$ cat config.mk
export PLATFORM = sky130hd
export DESIGN_NAME = rf_wb_sched
export DESIGN_NICKNAME = d
export VERILOG_FILES = /design/src/rtl/rf_wb_pkg.sv /design/src/rtl/rf_wb_fifo.sv /design/src/rtl/rf_wb_sched.sv
export SDC_FILE = /design/constraint.sdc
export NUM_CORES = 1
export LEC_CHECK = 0
export BUFFER_PORTS_ARGS = -buffer_cell sky130_fd_sc_hd__buf_2
export CAP_MARGIN = 20
export CORE_UTILIZATION = 45
export CTS_CLUSTER_DIAMETER = 200
export DETAILED_ROUTE_END_ITERATION = 10
export PLACE_DENSITY = 0.67
export SLEW_MARGIN = 30
export SYNTH_ARGS = -nofsm -noshare
export SYNTH_HDL_FRONTEND = slang
export SYNTH_SLANG_ARGS = --single-unit
$ cat constraint.sdc
create_clock -name clk -period 3.5 [get_ports clk]
set_clock_uncertainty 0.2 [all_clocks]
set_input_delay 0.35 -clock clk [delete_from_list [all_inputs] [get_ports clk]]
set_output_delay 0.35 -clock clk [all_outputs]
set_load 0.01 [all_outputs]
$ cat src/rtl/rf_wb_pkg.sv
// rf_wb_pkg: shared widths and the write-request record used by the write-back scheduler
package rf_wb_pkg;
    localparam int AW = 5;
    localparam int DW = 32;
    localparam int NREG = 2 ** AW;

    typedef struct packed {
        logic [AW-1:0] waddr;
        logic [DW-1:0] wdata;
    } rf_wr_req_t;
endpackage

$ cat src/rtl/rf_wb_fifo.sv
// rf_wb_fifo: sync FIFO of write requests that exposes every slot's valid bit and address
module rf_wb_fifo
    import rf_wb_pkg::*;
#(
    parameter int DEPTH = 4,
    localparam int PW = $clog2(DEPTH)
) (
    input  logic                      clk,
    input  logic                      rst,
    input  logic                      push,
    input  rf_wr_req_t                push_req,
    input  logic                      pop,
    output rf_wr_req_t                head,
    output logic                      full,
    output logic                      empty,
    output logic [PW:0]               count,
    output logic [DEPTH-1:0]          ent_valid,
    output logic [DEPTH-1:0][AW-1:0]  ent_waddr
);
    rf_wr_req_t mem [DEPTH];
    logic [PW-1:0] rd_ptr, wr_ptr;

    // Pointers wrap naturally because DEPTH is a power of two.
    always_ff @(posedge clk) begin
        if (rst) begin
            rd_ptr <= '0;
            wr_ptr <= '0;
            count  <= '0;
        end else begin
            if (push) wr_ptr <= wr_ptr + 1'b1;
            if (pop) rd_ptr <= rd_ptr + 1'b1;
            count <= count + (PW + 1)'(push) - (PW + 1)'(pop);
        end
    end

    // Storage carries no reset; validity comes from the pointers alone.
    always_ff @(posedge clk) begin
        if (push) mem[wr_ptr] <= push_req;
    end

    assign head  = mem[rd_ptr];
    assign full  = count == (PW + 1)'(DEPTH);
    assign empty = count == '0;

    for (genvar i = 0; i < DEPTH; i++) begin : g_ent
        logic [PW-1:0] off;
        assign off          = PW'(i) - rd_ptr;
        assign ent_valid[i] = {1'b0, off} < count;
        assign ent_waddr[i] = mem[i].waddr;
    end
endmodule

$ cat src/rtl/rf_wb_sched.sv
// rf_wb_sched: merges core and aux write-back onto one RF port; RF_WB_STALL_EN adds starvation stall
module rf_wb_sched
    import rf_wb_pkg::*;
#(
    parameter int AUX_DEPTH    = 4,
    parameter int STARVE_LIMIT = 8
) (
    input  logic                           clk,
    input  logic                           rst,
    input  logic                           core_wr_en,
    input  logic [AW-1:0]                  core_waddr,
    input  logic [DW-1:0]                  core_wdata,
    output logic                           core_stall,
    input  logic                           aux_valid,
    output logic                           aux_ready,
    input  logic [AW-1:0]                  aux_waddr,
    input  logic [DW-1:0]                  aux_wdata,
    output logic                           rf_reg_wr,
    output logic [AW-1:0]                  rf_waddr,
    output logic [DW-1:0]                  rf_wdata,
    output logic [NREG-1:0]                busy_vec,
    output logic [$clog2(AUX_DEPTH):0]     aux_count
);
    rf_wr_req_t head;
    logic full, empty, push, pop, core_ok;
    logic [AUX_DEPTH-1:0] ent_valid;
    logic [AUX_DEPTH-1:0][AW-1:0] ent_waddr;

    assign aux_ready = !full;
    assign push      = aux_valid & !full & |aux_waddr;
    assign core_ok   = core_wr_en & |core_waddr;
    assign pop       = !empty & (core_stall | !core_ok);
    assign rf_reg_wr = pop | core_ok;
    assign rf_waddr  = pop ? head.waddr : core_waddr;
    assign rf_wdata  = pop ? head.wdata : core_wdata;

    rf_wb_fifo #(.DEPTH(AUX_DEPTH)) u_fifo (
        .clk       (clk),
        .rst       (rst),
        .push      (push),
        .push_req  ('{waddr: aux_waddr, wdata: aux_wdata}),
        .pop       (pop),
        .head      (head),
        .full      (full),
        .empty     (empty),
        .count     (aux_count),
        .ent_valid (ent_valid),
        .ent_waddr (ent_waddr)
    );

    // Scoreboard: a register is busy while any queued aux write targets it.
    always_comb begin
        busy_vec = '0;
        for (int k = 0; k < AUX_DEPTH; k++) if (ent_valid[k]) busy_vec[ent_waddr[k]] = 1'b1;
        busy_vec[0] = 1'b0;
    end

`ifdef RF_WB_STALL_EN
    localparam int SW = $clog2(STARVE_LIMIT + 1);
    logic [SW-1:0] starve_cnt;

    // Counts cycles the head has waited; the stall it triggers forces a pop, so it never exceeds the limit.
    always_ff @(posedge clk) begin
        starve_cnt <= (rst || pop || empty) ? '0 : starve_cnt + 1'b1;
    end

    assign core_stall = (starve_cnt >= SW'(STARVE_LIMIT)) & !empty;
`else
    assign core_stall = 1'b0;
`endif

    core_into_busy: assert property (@(posedge clk) disable iff (rst)
        !(core_ok && !core_stall && busy_vec[core_waddr]));
endmodule

==> flow_summary.toml <==
[critical_path]
cp_cell_sequence = "inv_1 -> ha_1 -> nand2b_1 -> o211ai_2 -> o22ai_1 -> a221o_1 -> buf_2"
startpoint = "u_fifo.count[1]"
max_stage_delay_ps = 580
critPathMaxFanout = 14
r2r_slack_ps = 1000
required_ps = 2950
r2r_end = "u_fifo.count[2]"
cp-endpoint = "busy_vec[14]"
cp.arrival_ps = 2600
worstSetupEndpointType = "primary output"
r2r_start = "u_fifo.count[2]"
path_class = "flop to primary output"
slowest_stage = "o211ai_2"
ff2ff_path_depth = 11
worstSetupStartpointType = "flop"

[cells_and_area]
fin_area_sq_um = 9510
nets = 775
final_util = 0.575
drive_above_1_share = 0.395
area_growth_pct = 25.2
finalNonFillerCells = 919
n_antenna_cell = 0

[detailed_routing]
wl_per_cell_microns = 20.3
route.detailed.drc = 0
drtPass1Iterations = 5
vias = 5212
final_antenna_net_count = 0
routed_via_density = 5.67
drt-initial-drc-count = 324
wirelength_microns = 18700

[synthesis]
synth.avg_cell_area_sq_um = 15.3
synth.most_common_cell = "edfxtp_1"
syn_inst = 495
yosys-top-cells-count = "edfxtp_1 (148), mux4_2 (37), nand2_1 (36)"
synth-async-reset-ratio = 0
yosys.area.top_type = "edfxtp_1"
synth.top_cell.area_share = 0.585
yosysWarnings = 0
syn-cell-area_sq_um = 7590
synth_edf_count = 148
synth.distinct_cells = 50
synth_ff_type = "edfxtp_1"
yosys-top-cells-area = "edfxtp_1 (59%), mux4_2 (11%), mux2_2 (5.2%), dfxtp_1 (2.4%), o221ai_1 (2.0%)"
ys_seq_area_frac = 0.609
yosys_register_bits = 157

[global_route]
grt_pass1_wl_microns = 29400
grt_max_degree = 41
grt_pass1_vias = 5329
grt_antenna_before_repair = 0
met3_usage = 0.0431
grtUsageMet2 = 0.372
grt_use_met1 = 0.285
grt_overflow = 0
grt.total_usage = 0.223
top_usage_layer = "met2"

[pwr]
internal_power_uw = 4110
power_density_nw_per_um2 = 625
power_switching_uw = 1830
swShare = 0.309
power.leakage_uw = 0.00340
pwr-share-clk = 0.290
power_uw = 5940
combPwrFrac = 0.298
seq_power_share = 0.412
irDropWorstVdd_mv = 0.366

[sta]
worst_pin_slew_ps = 713
fmax_mhz = 318
rsz0062_at_grt = "no"
setup_viol = 0
hold_violations = 0
maxSlewHeadroom = 0.523
drv_slew = 0
fin_tns_setup_ps = 0
period_minus_slack_ps = 3150
fin_crit_sh = 0.899

[status]
outcome = "completed"

[floorplan]
die_h_microns = 132
core_area_sq_um = 16500
fp-row-count = 47
start_util = 0.459
die_area_sq_um = 17400
die-width_microns = 132
ioPinCount = 153

[clock_network]
cts_buffer_depth = 2
h-tree-depth = 4
clockRootBuffer = "clkbuf_16"
clock_latency_ps = 410
holdBufCountCts = 38
cts-buffers-inserted = 17
clk_pin_slew_ps = 60
cts_resized = 0
clock-sinks = 157
cts_tree = "built"
post_cts_buffers = 0

[place]
globalplace.congestion = 0.907
hpwl_microns = 12900
place_area_sq_um = 8560
dp_cells = 849
placement.io_buffers = 150

[job]
maxCapViolCount = 0

[worst_hold_path]
min_path_type = "primary input to flop"
[worst min path at each step]
stage,slack [ps],from,to,cells past startpoint
2_1_floorplan,250,aux_wdata[0],u_fifo.mem[0][0],0
3_3_place_gp,330,u_fifo.wr_ptr[1],u_fifo.wr_ptr[1],2
3_5_place_dp,350,u_fifo.rd_ptr[1],flop,2
4_1_cts,270,aux_valid,u_fifo.wr_ptr[0],4
5_1_grt,330,aux_valid,u_fifo.wr_ptr[0],4
6_report,280,aux_valid,u_fifo.wr_ptr[0],4
[cells in the final DEF, fill, tap and decap left out, types with 10 or more instances in the layout]
master and instances:
buf_2 150, clkbuf_16 17, dlygate4sd3_1 38, edfxtp_1 148
ha_1 10, inv_1 13, mux2_2 35, mux4_2 37
nand2_1 36, nand2b_1 10, nand3_1 13, nor2_1 22
nor2b_1 21, o221ai_1 17
[cells by family after synthesis]
logic type                 share of synthesized area
AOI/OAI and AO/OA                             0.0877
xor gates and xnor gates                     0.00577
adders and majority gates                     0.0191
buffers and inverters                         0.0274
DFF                                            0.609
muxes                                          0.167
other                                       0.000494
and+or+nand+nor                               0.0836
[metrics by stage]
step                hold slack [ps]  setup slack, ps
global placement                335              767
floorplan                       249              747
detailed placement              353              727
global route                    328              152
finish                          283              353
CTS                             267              366
[worst max-delay path: cells and delay by family, from the launching register on]
family / cells / cell delay (ps)
simple gates: 1 / 80
compound gates: 3 / 1040
fa+ha+maj: 1 / 330
buf+inv: 2 / 300
flops: 1 / 430
[per-layer routing]
| layer | share of wire | vias up |
|---|---|---|
| met5 | 0 | - |
| met4 | 0.027 | 0 |
| met3 | 0.054 | 29 |
| met2 | 0.50 | 223 |
| met1 | 0.42 | 2580 |
| li1 | - | 2380 |
[sequential cells by signal, indices dropped and copies added, names as in the netlist, named ones only]
name and flops:
u_fifo.rd_ptr 2, u_fifo.mem 148, u_fifo.count 3, u_fifo.wr_ptr 2
[power groups by stage]
stage	logic (uW)	clock network (uW)	registers (uW)
global placement	1720	0	2480
CTS	1790	1750	2450
detailed placement	1750	0	2490
global route	1920	1820	2470
floorplan	1240	0	2410
finish	1770	1730	2450
[area by class of cell]
type / instances / area [sq um]
Clock buffer: 18 / 429
Clock inverter: 14 / 133
Fill cell: 1305 / 7020
Inverter: 13 / 48.8
Multi-Input combinational cell: 299 / 2770
Sequential cell: 157 / 4630
Tap cell: 220 / 275
Timing Repair Buffer: 198 / 1220
Note: power is estimated with default switching activity, not from simulation.
